<file path="src/rtl/mic_sound_ctrl_if.sv">
// Microphone path bundle: enable/PDM inputs toward the controller, status and
// loudness outputs back. The LED meter exists only when MIC_LED_METER_EN is defined.
interface mic_sound_ctrl_if;
    logic        enable_mike;
    logic        M_DATA;
    logic        mic_run;
    logic [1:0]  state;
    logic [15:0] level;
    logic        level_valid;
    logic        sound_pulse;
`ifdef MIC_LED_METER_EN
    logic [15:0] LED;

    modport master (
        output enable_mike, M_DATA,
        input  mic_run, state, level, level_valid, sound_pulse, LED
    );
    modport slave (
        input  enable_mike, M_DATA,
        output mic_run, state, level, level_valid, sound_pulse, LED
    );
`else
    modport master (
        output enable_mike, M_DATA,
        input  mic_run, state, level, level_valid, sound_pulse
    );
    modport slave (
        input  enable_mike, M_DATA,
        output mic_run, state, level, level_valid, sound_pulse
    );
`endif
endinterface

</file>
<file path="src/rtl/mic_sound_ctrl.sv">
// mic_sound_ctrl: powers the PDM microphone through a warm-up, measures pulse
// density over back-to-back 2^W-sample windows and strobes sound_pulse after
// HITS_REQ consecutive loud windows, then holds off before listening again.
// Define MIC_LED_METER_EN to add the registered LED thermometer meter.
module mic_sound_ctrl #(
    parameter int unsigned WARMUP_CYCLES  = 25000,
    parameter int unsigned WINDOW_LOG2    = 12,
    parameter int unsigned DEV_THRESH     = 512,
    parameter int unsigned HITS_REQ       = 2,
    parameter int unsigned HOLDOFF_CYCLES = 1250000
) (
    input  logic            pulse_2dot5MHz,
    input  logic            reset,
    mic_sound_ctrl_if.slave mic
);
    localparam int unsigned W       = WINDOW_LOG2;
    localparam int unsigned CYC_MAX = (WARMUP_CYCLES > HOLDOFF_CYCLES) ? WARMUP_CYCLES
                                                                       : HOLDOFF_CYCLES;
    localparam int unsigned CYC_W   = (CYC_MAX > 1) ? $clog2(CYC_MAX) : 1;
    localparam int unsigned HIT_W   = $clog2(HITS_REQ + 1);
    localparam logic [W:0]  HALF    = (W+1)'(2 ** (W - 1));

    typedef enum logic [1:0] {
        IDLE    = 2'd0,
        WARMUP  = 2'd1,
        LISTEN  = 2'd2,
        HOLDOFF = 2'd3
    } state_t;

    state_t           state_q;
    logic             mic_run_q;
    logic [CYC_W-1:0] cyc_q;
    logic [W-1:0]     win_q;
    logic [W:0]       ones_q;
    logic [HIT_W-1:0] hits_q;
    logic [15:0]      level_q;
    logic             level_valid_q;
    logic             sound_pulse_q;

    logic [W:0]       tot_d;
    logic [W-1:0]     dev_d;
    logic [HIT_W-1:0] hits_inc_d;
    logic             win_end_d;
    logic             loud_d;
    logic             fire_d;

    // Window arithmetic: running total including this sample and its distance from half scale.
    always_comb begin
        tot_d      = ones_q + (W+1)'(mic.M_DATA);
        dev_d      = (tot_d >= HALF) ? W'(tot_d - HALF) : W'(HALF - tot_d);
        win_end_d  = &win_q;
        hits_inc_d = hits_q + HIT_W'(1);
        loud_d     = 32'(dev_d) >= DEV_THRESH;
        fire_d     = loud_d && (32'(hits_inc_d) == HITS_REQ);
    end

`ifdef MIC_LED_METER_EN
    logic [15:0] led_q;
    logic [31:0] led_n_d;
    logic [15:0] led_d;

    // Thermometer bar: lit count scales deviation so half scale lights all 16.
    always_comb begin
        led_n_d = (32'(dev_d) << 4) >> (W - 1);
        if (led_n_d > 32'd16) begin
            led_n_d = 32'd16;
        end
        led_d = 16'((32'd1 << led_n_d) - 32'd1);
    end
`endif

    // Sequencer: disable overrides everything; windows end on the all-ones window count.
    always_ff @(posedge pulse_2dot5MHz) begin
        if (reset) begin
            state_q       <= IDLE;
            mic_run_q     <= 1'b0;
            cyc_q         <= '0;
            win_q         <= '0;
            ones_q        <= '0;
            hits_q        <= '0;
            level_q       <= '0;
            level_valid_q <= 1'b0;
            sound_pulse_q <= 1'b0;
`ifdef MIC_LED_METER_EN
            led_q         <= '0;
`endif
        end else begin
            level_valid_q <= 1'b0;
            sound_pulse_q <= 1'b0;
            if (!mic.enable_mike) begin
                state_q   <= IDLE;
                mic_run_q <= 1'b0;
                cyc_q     <= '0;
                win_q     <= '0;
                ones_q    <= '0;
                hits_q    <= '0;
                level_q   <= '0;
`ifdef MIC_LED_METER_EN
                led_q     <= '0;
`endif
            end else begin
                case (state_q)
                    IDLE: begin
                        state_q   <= WARMUP;
                        mic_run_q <= 1'b1;
                        cyc_q     <= '0;
                    end
                    WARMUP: begin
                        if (cyc_q == CYC_W'(WARMUP_CYCLES - 1)) begin
                            state_q <= LISTEN;
                            cyc_q   <= '0;
                            win_q   <= '0;
                            ones_q  <= '0;
                            hits_q  <= '0;
                        end else begin
                            cyc_q <= cyc_q + CYC_W'(1);
                        end
                    end
                    LISTEN: begin
                        if (win_end_d) begin
                            win_q         <= '0;
                            ones_q        <= '0;
                            level_q       <= 16'(dev_d);
                            level_valid_q <= 1'b1;
`ifdef MIC_LED_METER_EN
                            led_q         <= led_d;
`endif
                            if (fire_d) begin
                                sound_pulse_q <= 1'b1;
                                hits_q        <= '0;
                                state_q       <= HOLDOFF;
                                cyc_q         <= '0;
                            end else if (loud_d) begin
                                hits_q <= hits_inc_d;
                            end else begin
                                hits_q <= '0;
                            end
                        end else begin
                            ones_q <= tot_d;
                            win_q  <= win_q + W'(1);
                        end
                    end
                    HOLDOFF: begin
                        if (cyc_q == CYC_W'(HOLDOFF_CYCLES - 1)) begin
                            state_q <= LISTEN;
                            cyc_q   <= '0;
                            win_q   <= '0;
                            ones_q  <= '0;
                        end else begin
                            cyc_q <= cyc_q + CYC_W'(1);
                        end
                    end
                    default: begin
                        state_q <= IDLE;
                    end
                endcase
            end
        end
    end

    assign mic.mic_run     = mic_run_q;
    assign mic.state       = state_q;
    assign mic.level       = level_q;
    assign mic.level_valid = level_valid_q;
    assign mic.sound_pulse = sound_pulse_q;
`ifdef MIC_LED_METER_EN
    assign mic.LED         = led_q;
`endif

endmodule

</file>
<file path="src/flat_wrapper.sv">
// flat-port wrapper written by rule: the top's interface ports become plain ports
module mic_sound_ctrl_flat 
#(
    parameter int unsigned WARMUP_CYCLES  = 25000,
    parameter int unsigned WINDOW_LOG2    = 12,
    parameter int unsigned DEV_THRESH     = 512,
    parameter int unsigned HITS_REQ       = 2,
    parameter int unsigned HOLDOFF_CYCLES = 1250000
)
  (pulse_2dot5MHz, reset, mic_enable_mike, mic_M_DATA, mic_mic_run, mic_state, mic_level, mic_level_valid, mic_sound_pulse);
  mic_sound_ctrl_if mic_i ();
  input  logic pulse_2dot5MHz;
  input  logic reset;
  input wire logic [$bits(mic_i.enable_mike)-1:0] mic_enable_mike;
  input wire logic [$bits(mic_i.M_DATA)-1:0] mic_M_DATA;
  output wire logic [$bits(mic_i.mic_run)-1:0] mic_mic_run;
  output wire logic [$bits(mic_i.state)-1:0] mic_state;
  output wire logic [$bits(mic_i.level)-1:0] mic_level;
  output wire logic [$bits(mic_i.level_valid)-1:0] mic_level_valid;
  output wire logic [$bits(mic_i.sound_pulse)-1:0] mic_sound_pulse;
  assign mic_i.enable_mike = mic_enable_mike;
  assign mic_i.M_DATA = mic_M_DATA;
  assign mic_mic_run = mic_i.mic_run;
  assign mic_state = mic_i.state;
  assign mic_level = mic_i.level;
  assign mic_level_valid = mic_i.level_valid;
  assign mic_sound_pulse = mic_i.sound_pulse;
  mic_sound_ctrl #(.WARMUP_CYCLES(WARMUP_CYCLES), .WINDOW_LOG2(WINDOW_LOG2), .DEV_THRESH(DEV_THRESH), .HITS_REQ(HITS_REQ), .HOLDOFF_CYCLES(HOLDOFF_CYCLES)) u_core (.pulse_2dot5MHz(pulse_2dot5MHz), .reset(reset), .mic(mic_i));
endmodule
</file>
<file path="config.mk">
export PLATFORM = sky130hd
export DESIGN_NAME = mic_sound_ctrl_flat
export DESIGN_NICKNAME = d
export VERILOG_FILES = /design/src/rtl/mic_sound_ctrl_if.sv /design/src/rtl/mic_sound_ctrl.sv /design/src/flat_wrapper.sv
export SDC_FILE = /design/constraint.sdc
export NUM_CORES = 1
export LEC_CHECK = 0
export BUFFER_PORTS_ARGS = -buffer_cell sky130_fd_sc_hd__buf_4
export CORE_MARGIN = 4
export CORE_UTILIZATION = 60
export CTS_CLUSTER_SIZE = 25
export DETAILED_ROUTE_END_ITERATION = 7
export GPL_ROUTABILITY_DRIVEN = 0
export HOLD_SLACK_MARGIN = 0.15
export PLACE_DENSITY = 0.79
export SLEW_MARGIN = 20
export SYNTH_ARGS = -nofsm -noshare
export SYNTH_HDL_FRONTEND = slang
export SYNTH_SLANG_ARGS = --single-unit
</file>
<file path="constraint.sdc">
create_clock -name pulse_2dot5MHz -period 4.7 [get_ports pulse_2dot5MHz]
set_clock_uncertainty 0.2 [all_clocks]
set_input_delay 0.47 -clock pulse_2dot5MHz [delete_from_list [all_inputs] [get_ports pulse_2dot5MHz]]
set_output_delay 0.47 -clock pulse_2dot5MHz [all_outputs]
set_load 0.01 [all_outputs]
</file>
==> flow_summary_export.csv, run 1 <==
group,metric,value,unit
run_status,status,"finished, final reports clean",
final_layout,diodes,0,
grt,grt_overflow,0,
timing,worstMarginPinSlew,0.975,ns
yosys,yosys.area_share.simple,0.283,
routing,drc_errors,0,
floorplan,core-area,0.00631,mm2
pwr,vdd.ir_drop.worst,0.244,mV
final_layout,final_area,0.00416,mm2
timing,hold_viol_final,0,
grt,groute.usage.overall,0.240,
timing,rsz0062_at_grt,"no",
critical_path,end_kind,"flop",
timing,setup_viol,0,
critical_path,crit_required,4.74,ns
pwr,seqPwrFrac,0.560,
pwr,netSwitchingPower,0.234,mW
final_layout,syn_to_final_growth,7.49,%
floorplan,num_rows,29,
floorplan,die_y,88.4,um
critical_path,cp_slowest_cell,"ha_1",
routing,drt_iter0_drc,249,
critical_path,cp.arrival,3.60,ns
clock_network,cts_setup_buffers,0,
clock_network,clock_sinks,65,
pwr,swShare,0.237,
yosys,synth_fa_ha_area_frac,0.0194,
routing,avgViaCountPerCell,6.15,
yosys,syn_area_per_cell,7.95,um2
clock_network,ctsResizeCount,0,
placement,portBuffers,20,
floorplan,die_x,88.4,um
critical_path,path_cells,"ha_1, ha_1, nand4_1, nor2_1, a41oi_1, o32ai_2, xnor2_2, o31ai_4, nand2_4, a311oi_1",
grt,antenna_found_initial,0,
clock_network,cts_hold_buf,0,
final_layout,final_util,0.660,
yosys,synth_ff_type,"dfxtp_1",
clock_network,cts_max_path_buffers,2,
timing,finalSetupTns,0,ns
timing,timing.hold.ws,0.273,ns
timing,slew_violations,0,
yosys,synth_top_family_by_area,"simple AND/OR/NAND/NOR gates",
routing,avgRoutedWirePerCell,15.1,um
yosys,synth_seq_cells,65,
hold_path,min_path_type,"reg -> reg",
clock_network,worst_skew_pair.late_latency,0.34,ns
floorplan,io_pins,25,
grt,grt_pass1_wl,14.9,mm
placement,dp_slack,0.889,ns
yosys,synth_xor_area_frac,0.0921,
timing,finalCritPeriodShare,0.758,
clock_network,clkTransAtPathRegs,0.07,ns
yosys,synth_cell_types,62,
yosys,syn-instance-count,487,
yosys,syn_area,0.00387,mm2
pwr,comb_power_share,0.042,
timing,max_freq,281,MHz
critical_path,critPathMaxFanout,10,
critical_path,path_common_cell,"ha_1",
timing,relSlewSlack,0.350,
yosys,yosys_warnings,0,
final_layout,drive_above_1_share,0.109,
pwr,powerDensity,237,mW/mm2
clock_network,cts_tree,"done",
pwr,p_int,0.754,mW
routing,ant_nets,0,
clock_network,ctsHtreeMaxLevel,3,
grt,grt_max_degree,25,
routing,num_vias,3520,
pwr,clkPwrFrac,0.398,
placement,placed_cell_area,0.00401,mm2
yosys,yosysSeqAreaShare,0.336,
placement,hpwl,6.14,mm
critical_path,path_delay_family,"compound AO/OA/AOI/OAI gates",
critical_path,timing.critical_path.slowest_cell_delay,0.43,ns
final_layout,nets,500,
yosys,synth-compound-area-share,0.163,
yosys,synth_edf_count,0,
floorplan,initial_core_util,0.614,
critical_path,crit_path_start_kind,"flop",
yosys,muxShareOfSynthArea,0.0572,
run,maxCapViolations,0,
clock_network,cts_root_buf,"clkbuf_8",
critical_path,setup.worst_path.class,"reg -> reg",
floorplan,dieArea,0.00781,mm2
clock_network,cts_buffers,9,
timing,setup_slack,1.14,ns
routing,finalWirelength,8.65,mm
critical_path,critPathBufInv,0,
grt,grt_pass1_vias,3104,
pwr,p_leak,1.35,nW
timing,fin_crit,3.56,ns
routing,first_pass_iters,5,
yosys,synth-async-reset-ratio,0,
## power by group through the flow
stage	combinational, mW	sequential [mW]	clock, mW
after floorplan	0.0327	0.566	0
after global placement	0.0399	0.566	0
after detailed placement	0.0408	0.566	0
after CTS	0.0408	0.553	0.404
after global routing	0.0457	0.553	0.427
final	0.0411	0.553	0.394
## logic make-up (layout without fill, tap and decap cells)
kind of cell,Yosys count,after routing
multiplexers,22,22
flip-flops,65,65
AO/OA/AOI/OAI,97,97
adder cells (fa/ha/maj),6,6
other,1,4
XOR/XNOR,39,39
AND/OR/NAND/NOR,214,214
buffers and inverters,43,48
## worst reg2reg max path: stages (launching register included)
cell and delay, ns:
dfxtp_1 0.34, ha_1 0.30, ha_1 0.43, nand4_1 0.25, nor2_1 0.31, a41oi_1 0.24
o32ai_2 0.37, xnor2_2 0.17, o31ai_4 0.41, nand2_4 0.16, a311oi_1 0.28
## layer usage
layer | vias to the layer above | routed length, um | GRT usage
li1 | 1740 | - | -
met1 | 1640 | 4160 | 0.346
met5 | - | 0 | 0
met2 | 127 | 3720 | 0.360
met4 | 0 | 93 | 0.0604
met3 | 13 | 672 | 0.0615
## cell type report
class	instances	area [um2]
Sequential cell	65	1300
Clock buffer	12	135
Timing Repair Buffer	24	180
Tap cell	77	96.3
Multi-Input combinational cell	382	2400
Clock inverter	4	20.0
Inverter	8	30.0
Fill cell	554	2150
## synthesized netlist by cell type (10+ instances only)
cell / number / area share
mux2i_1: 21 / 0.054
nand3_1: 28 / 0.036
o21ai_0: 31 / 0.040
dfxtp_1: 65 / 0.34
nand4_1: 13 / 0.021
xnor2_1: 21 / 0.047
a21oi_1: 21 / 0.027
clkbuf_1: 19 / 0.018
xor2_1: 16 / 0.036
or3_1: 10 / 0.016
nor2_1: 63 / 0.061
nand2_1: 45 / 0.044
## per-stage QoR
| stage | std cells | total power [mW] |
|---|---|---|
| after floorplan | 490 | 0.599 |
| after global placement | 556 | 0.606 |
| after detailed placement | 556 | 0.607 |
| after CTS | 572 | 0.998 |
| after global routing | 572 | 1.03 |
| final | 572 | 0.988 |
## cells in the final DEF, fill, tap and decap left out, types with 3 or more instances in the layout
cell type,n
inv_1,8
buf_4,24
ha_1,6
a31oi_1,6
and3_1,7
clkbuf_1,3
and4_1,4
a21oi_1,21
clkinv_2,4
nor3_1,6
xnor2_1,21
clkbuf_8,9
conb_1,4
nand2b_1,5
nand4_1,13
o21ai_0,31
or3_1,10
nor3_2,3
nor4_1,8
xor2_1,16
mux2i_1,21
or4_1,4
nand3_1,28
nand2_1,45
nor2_1,63
a311oi_1,4
dfxtp_1,65
and2_1,3
a211oi_1,6
o21bai_1,9
## final timing paths
path / start / endpoint / slack, ns / cells past startpoint
max: u_core.ones_q[0]$_SDFFE_PP0P_ / u_core.cyc_q[12]$_SDFFE_PP0P_ / 1.14 / 10
min: u_core.ones_q[0]$_SDFFE_PP0P_ / u_core.ones_q[0]$_SDFFE_PP0P_ / 0.27 / 2
max reg2reg: u_core.ones_q[0]$_SDFFE_PP0P_ / u_core.cyc_q[12]$_SDFFE_PP0P_ / 1.14 / 10
min reg2reg: u_core.ones_q[0]$_SDFFE_PP0P_ / u_core.ones_q[0]$_SDFFE_PP0P_ / 0.27 / 2
## registers in the layout (all words and copies together) (netlist names)
signal,cells
u_core.cyc_q,21
u_core.hits_q,2
u_core.mic.level,12
u_core.mic.level_valid,1
u_core.mic.mic_run,1
u_core.mic.sound_pulse,1
u_core.mic.state,2
u_core.ones_q,13
u_core.win_q,12
(Power assumes the default switching activity.)
==> run 2: changes to the inputs <==
--- a/config.mk
+++ b/config.mk
@@ -7,12 +7,12 @@
 export LEC_CHECK = 0
 export BUFFER_PORTS_ARGS = -buffer_cell sky130_fd_sc_hd__buf_4
 export CORE_MARGIN = 4
-export CORE_UTILIZATION = 60
+export CORE_UTILIZATION = 55
 export CTS_CLUSTER_SIZE = 25
 export DETAILED_ROUTE_END_ITERATION = 7
 export GPL_ROUTABILITY_DRIVEN = 0
 export HOLD_SLACK_MARGIN = 0.15
-export PLACE_DENSITY = 0.79
+export PLACE_DENSITY = 0.76
 export SLEW_MARGIN = 20
 export SYNTH_ARGS = -nofsm -noshare
 export SYNTH_HDL_FRONTEND = slang
==> constraint.sdc (replaced) <==
create_clock -name pulse_2dot5MHz -period 3.27 [get_ports pulse_2dot5MHz]
set_clock_uncertainty 0.2 [all_clocks]
set_input_delay 0.327 -clock pulse_2dot5MHz [delete_from_list [all_inputs] [get_ports pulse_2dot5MHz]]
set_output_delay 0.327 -clock pulse_2dot5MHz [all_outputs]
set_load 0.01 [all_outputs]
==> run 2 against run 1 <==
  * Worst hold slack worse by 0.062 ns
  * Core utilization is 0.91 points higher
  * Cell count is 9.6% higher
  * Sequential power is 44% higher
  * Via count is 5.3% higher
  * Register-to-register slack worse by 1.0 ns
  * Routed wire length is 12% higher
  * Clock-buffer cell count is 2 lower
  * Die area is 8.3% higher
  * Global-route usage is 0.68 points lower
  * Critical endpoint is now u_core.cyc_q[6]$_SDFFE_PP0P_
  * Worst setup slack worse by 1.0 ns
  * Largest cell class unchanged
  * First-iteration DRC count is 19% higher
==> flow_summary_export.csv, run 2 (synthesis gave the netlist of run 1 again) <==
group,metric,value,unit
routing,finalWirelength,9.65,mm
pwr,p_leak,1.53,nW
placement,placedCellCount,605,
critical_path,critPathBufInv,1,
placement,hpwl,6.74,mm
timing,setup_viol,0,
grt,antenna_found_initial,0,
routing,avgViaCountPerCell,5.91,
floorplan,dieArea,0.00845,mm2
clock_network,worst_skew_pair.late_latency,0.35,ns
critical_path,critPathMaxFanout,8,
run,maxCapViolations,0,
routing,met2_length,4.29,mm
final_layout,stdcell_count,627,
final_layout,final_cell_mix,"nor2_1, dfxtp_1, buf_4",
timing,finalCritPeriodShare,0.965,
placement,portBuffers,20,
clock_network,cts_buffers,9,
critical_path,crit_required,3.34,ns
clock_network,cts_max_path_buffers,2,
critical_path,cp_slowest_cell,"or4b_4",
placement,dp_slack,-0.196,ns
routing,first_pass_iters,6,
final_layout,nFillCells,557,
routing,avgRoutedWirePerCell,15.4,um
timing,max_freq,317,MHz
routing,num_vias,3706,
clock_network,cts_tree,"done",
final_layout,multi_input_area,0.00249,mm2
clock_network,clkTransAtPathRegs,0.08,ns
run_status,status,"finished, final reports clean",
floorplan,die_y,91.9,um
clock_network,cts_root_buf,"clkbuf_8",
critical_path,path_common_cell,"ha_4",
critical_path,timing.critical_path.slowest_cell_delay,0.47,ns
timing,rsz0062_at_grt,"yes",
grt,grt_pass1_vias,3399,
final_layout,largest_register_ffs,21,
final_layout,top_register,"u_core.cyc_q",
final_layout,top_regs,"u_core.cyc_q x21, u_core.ones_q x13",
clock_network,clock_sinks,65,
critical_path,end_kind,"flop",
floorplan,core-area,0.00683,mm2
routing,met3WireLength,617,um
critical_path,setup.worst_path.class,"reg -> reg",
final_layout,regArea,0.00130,mm2
timing,fin_crit,3.15,ns
timing,hold_viol_final,0,
routing,top_layer_used,"met4",
clock_network,cts_hold_buf,0,
routing,ant_nets,0,
timing,setup_slack,0.116,ns
grt,grt_overflow,0,
routing,drc_errors,0,
floorplan,initial_core_util,0.567,
timing,slew_violations,0,
pwr,powerDensity,329,mW/mm2
final_layout,nets,536,
pwr,vdd.ir_drop.worst,0.248,mV
floorplan,die_x,91.9,um
grt,grt_max_degree,25,
grt,groute.usage.overall,0.234,
routing,drt-met1-wl,4.52,mm
critical_path,path_cells,"ha_4, ha_4, inv_2, ha_4, or4b_4, o31ai_4, o21ai_2, o32ai_2, xnor2_2, o31ai_4, nand2_4, a311oi_2",
final_layout,syn_to_final_growth,17.9,%
final_layout,drive_above_1_share,0.200,
critical_path,crit_path_start_kind,"flop",
clock_network,ctsHtreeMaxLevel,3,
timing,relSlewSlack,0.556,
critical_path,cp.arrival,3.22,ns
grt,grt_pass1_wl,16.3,mm
final_layout,diodes,0,
critical_path,path_delay_family,"compound AO/OA/AOI/OAI gates",
hold_path,min_path_type,"in -> reg",
routing,drt_iter0_drc,297,
floorplan,io_pins,25,
floorplan,num_rows,30,
timing,worstMarginPinSlew,0.660,ns
-- run 2: per-stage QoR --
stage / total power, mW / utilization / instance area, um2 / setup TNS (ns) / hold slack, ns
floorplan: 0.860 / - / 3880 / 0 / 0.232
detailed placement: 0.884 / 0.623 / 4260 / -3.22 / 0.255
CTS: 1.52 / 0.661 / 4510 / 0 / 0.204
global placement: 0.882 / 0.623 / 4260 / -0.743 / 0.240
finish: 1.50 / 0.669 / 4570 / 0 / 0.211
global route: 1.56 / 0.669 / 4570 / -0.146 / 0.207
-- run 2: area by class of cell --
cell class,instances,share of cell area
Sequential cell,65,0.285
Clock inverter,6,0.00959
Timing Repair Buffer,59,0.0978
Multi-Input combinational cell,383,0.544
Inverter,8,0.00657
Clock buffer,10,0.0301
Tap cell,96,0.0263
-- run 2: final timing paths --
check	from	to	slack, ns	depth (start not counted)
worst max-delay path	u_core.ones_q[0]$_SDFFE_PP0P_	u_core.cyc_q[6]$_SDFFE_PP0P_	0.12	12
worst min-delay path	reset	u_core.cyc_q[7]$_SDFFE_PP0P_	0.21	5
worst max register to register	u_core.ones_q[0]$_SDFFE_PP0P_	u_core.cyc_q[6]$_SDFFE_PP0P_	0.12	12
worst min register to register	u_core.hits_q[1]$_SDFFE_PP0P_	u_core.hits_q[1]$_SDFFE_PP0P_	0.26	2
-- run 2: repair_timing --
item / CTS / global route
endpoints found under the setup margin: 16 / 25
pin swaps: 6 / 12
resized for setup: 8 / 9
setup buffers: 3 / 2
cloned: 1 / 0
-- run 2: per-layer routing --
metal / track usage / vias to the layer above
met5: 0 / -
met4: 0.0829 / 0
met3: 0.0369 / 28
met2: 0.365 / 152
met1: 0.326 / 1712
li1: - / 1814
-- run 2: report_power, final --
part	switching (mW)	total, mW	internal, mW
logic	0.0452	0.0799	0.0347
clock network	0.335	0.630	0.295
registers	0.00180	0.794	0.793
-- run 2: tightest hold or removal path, stage by stage --
cell	delay [ns]
buf_4	0.08
nor2b_1	0.04
buf_4	0.15
o21ai_0	0.07
a31oi_1	0.04
==> run 3: changes to the inputs <==
--- a/config.mk
+++ b/config.mk
@@ -5,6 +5,7 @@
 export SDC_FILE = /design/constraint.sdc
 export NUM_CORES = 1
 export LEC_CHECK = 0
+export ABC_AREA = 1
 export BUFFER_PORTS_ARGS = -buffer_cell sky130_fd_sc_hd__buf_4
 export CORE_MARGIN = 4
 export CORE_UTILIZATION = 55
==> run 3 against run 2 <==
  * Core utilization decreased by 3.2 points
  * Clock-buffer cell count increased by 4
  * Flip-flop and latch count unchanged
  * Power increased by 6.3%
  * Worst setup slack gained 0.43 ns
  * Routed wire length is 3.2% lower
  * Clock power increased by 3.8%
  * Sequential power rose by 1%
  * Via count increased by 4.5%
  * Critical path type unchanged
  * Critical endpoint is now u_core.win_q[4]$_SDFFE_PP0P_
  * Largest power group unchanged
==> flow_summary_export.csv, run 3 <==
group,metric,value,unit
routing,drc_errors,0,
grt,grt_use_met3,0.0346,
final_layout,diodes,0,
final_layout,largest_register_ffs,21,
grt,grt_busiest_layer,"met2",
final_layout,final_common_cell,"nand2_1",
pwr,p_leak,1.81,nW
routing,avgViaCountPerCell,5.44,
yosys,synth_fa_ha_area_frac,0.0187,
clock_network,cts_tree,"done",
critical_path,critPathMaxFanout,15,
timing,fin_crit,2.73,ns
yosys,yosys.area_share.simple,0.396,
routing,first_pass_iters,5,
pwr,powerDensity,362,mW/mm2
critical_path,end_kind,"flop",
critical_path,rrSetupSlack,0.54,ns
yosys,syn_area,0.00402,mm2
yosys,synth_area_leader_cell,"dfxtp_1",
clock_network,cts_root_buf,"clkbuf_8",
grt,grt_pass1_wl,15.4,mm
clock_network,worst_skew_pair.late_latency,0.34,ns
hold_path,hold_path_end,"u_core.mic.level[0]$_SDFFE_PP0P_",
routing,avgRoutedWirePerCell,13.1,um
hold_path,min_path_type,"reg -> reg",
final_layout,stdcell_count,712,
final_layout,drive_above_1_share,0.174,
grt,grt_use_met2,0.334,
routing,finalWirelength,9.34,mm
yosys,synth_common_cells,"nand2_1, inv_1, nor2_1",
yosys,yosysSeqAreaShare,0.324,
clock_network,cts_hold_buf,0,
floorplan,initial_core_util,0.578,
run_status,status,"finished, final reports clean",
timing,finalCritPeriodShare,0.833,
grt,groute.usage.overall,0.219,
clock_network,cts_max_path_buffers,2,
final_layout,nets,621,
yosys,synth_ff_type,"dfxtp_1",
critical_path,crit_required,3.34,ns
clock_network,clock_sinks,65,
grt,antenna_found_initial,0,
yosys,syn_area_per_cell,6.80,um2
yosys,synth-compound-area-share,0.127,
hold_path,holdPathStages,2,
critical_path,setup.worst_path.class,"reg -> reg",
yosys,yosys_warnings,0,
timing,rsz0062_at_grt,"no",
routing,ant_nets,0,
timing,max_freq,367,MHz
grt,use_met1,0.305,
critical_path,crit_path_start_kind,"flop",
yosys,yosysMostFrequentCell,"nand2_1",
timing,setup_viol,0,
grt,grt_overflow,0,
critical_path,r2r_end,"u_core.win_q[4]$_SDFFE_PP0P_",
placement,placedCellCount,696,
yosys,synth_top_family_by_area,"simple AND/OR/NAND/NOR gates",
grt,grt_pass1_vias,3461,
clock_network,cts_setup_buffers,0,
final_layout,top_register,"u_core.cyc_q",
final_layout,final_cell_mix,"nand2_1, inv_1, nor2_1",
pwr,vdd.ir_drop.worst,0.275,mV
yosys,synth_area_leaders,"dfxtp_1, nand2_1, inv_1, nor2_1, nand3_1",
timing,relSlewSlack,0.581,
placement,hpwl,6.74,mm
yosys,muxShareOfSynthArea,0,
yosys,syn-instance-count,591,
yosys,synth_top_area_frac,0.324,
yosys,synth_seq_cells,65,
routing,drt_iter0_drc,265,
clock_network,ctsHtreeMaxLevel,3,
critical_path,reg2regPathDepth,13,
yosys,synth_cell_types,43,
timing,hold_viol_final,0,
clock_network,cts_buffers,9,
hold_path,hold_start,"u_core.mic.level[0]$_SDFFE_PP0P_",
floorplan,die_x,93.5,um
yosys,synth_xor_area_frac,0.0283,
clock_network,clkTransAtPathRegs,0.06,ns
floorplan,dieArea,0.00873,mm2
final_layout,top_regs,"u_core.cyc_q x21, u_core.ones_q x13",
yosys,synth-async-reset-ratio,0,
floorplan,num_rows,30,
critical_path,worstReg2RegStart,"u_core.cyc_q[0]$_SDFFE_PP0P_",
final_layout,syn_to_final_growth,10.1,%
timing,worstMarginPinSlew,0.624,ns
timing,finalSetupTns,0,ns
floorplan,die_y,93.5,um
timing,slew_violations,0,
floorplan,core-area,0.00694,mm2
run,maxCapViolations,0,
timing,timing.hold.ws,0.255,ns
floorplan,io_pins,25,
routing,num_vias,3871,
grt,grt_max_degree,28,
critical_path,cp.arrival,2.80,ns
placement,portBuffers,20,
yosys,synth_edf_count,0,
run 3: cell count changes in the layout (fill, tap and decap cells not counted), sizes merged, moves of 6 or more:
cell and delta:
o211ai +6, o21bai -8, and3 -7, buf -33
inv +70, mux2i -21, nor2 +27, nand3 +23
o21ai -10, xnor2 -21, nand2 +89, or3 -10
run 3: per-stage QoR:
step | utilization | total power [mW] | instance area (um2) | worst slack (ns)
2_1_floorplan | - | 0.931 | 4030 | 0.868
3_3_place_gp | 0.608 | 0.958 | 4220 | 0.384
3_5_place_dp | 0.608 | 0.961 | 4220 | 0.303
4_1_cts | 0.635 | 1.61 | 4410 | 0.380
5_1_grt | 0.637 | 1.67 | 4420 | 0.159
6_report | 0.637 | 1.60 | 4420 | 0.545
run 3: layer usage:
metal	vias up	part of all wire
met3	17	0.062
met2	136	0.45
met1	1755	0.47
met4	0	0.020
met5	-	0
li1	1963	-
run 3: layout make-up:
cell class / instances / area [um2]
clock inverter: 2 / 10.0
sequential: 65 / 1300
inverter: 79 / 299
timing repair buffer: 26 / 195
multi-input combinational: 430 / 2310
clock buffer: 14 / 183
tap: 96 / 120
fill: 611 / 2520
run 3: cell families after synthesis:
logic type,after synthesis
buf+inv,99
fa+ha+maj,6
compound gates,82
flops,65
xor+xnor,13
simple gates,325
other cells,1
run 3: timing repair:
item | CTS | global route
gates resized for setup | 0 | 1
setup endpoints to repair | 0 | 2
hold endpoints to repair | 0 | 0
run 3: report_power, final:
part / internal, mW / switching [mW] / leakage (nW)
Sequential: 0.797 / 0.00625 / 0.524
Clock: 0.356 / 0.297 / 0.102
Combinational: 0.0471 / 0.0942 / 1.18
Total: 1.20 / 0.398 / 1.81
run 3: critical path, stage by stage (launching register included):
cell     delay (ns)
dfxtp_1        0.39
ha_1           0.21
nand2_1        0.09
nor2_2         0.24
nand2_1        0.14
nor4_2         0.30
o21ai_2        0.12
buf_4          0.21
nor2_1         0.11
buf_4          0.22
nand2_1        0.10
o21ai_0        0.14
o21ai_0        0.10
nor2_1         0.09
run 3: worst max path at each step:
stage                                   from                       endpoint  slack (ns)  depth (start not counted)
3_3_place_gp                      mic_M_DATA  u_core.cyc_q[18]$_SDFFE_PP0P_        0.38                         16
3_5_place_dp                      mic_M_DATA  u_core.cyc_q[11]$_SDFFE_PP0P_        0.30                         18
6_report        u_core.cyc_q[0]$_SDFFE_PP0P_   u_core.win_q[4]$_SDFFE_PP0P_        0.54                         13
5_1_grt        u_core.ones_q[0]$_SDFFE_PP0P_   u_core.cyc_q[1]$_SDFFE_PP0P_        0.16                         18
2_1_floorplan                     mic_M_DATA  u_core.cyc_q[10]$_SDFFE_PP0P_        0.87                         18
4_1_cts        u_core.ones_q[0]$_SDFFE_PP0P_  u_core.cyc_q[11]$_SDFFE_PP0P_        0.38                         17
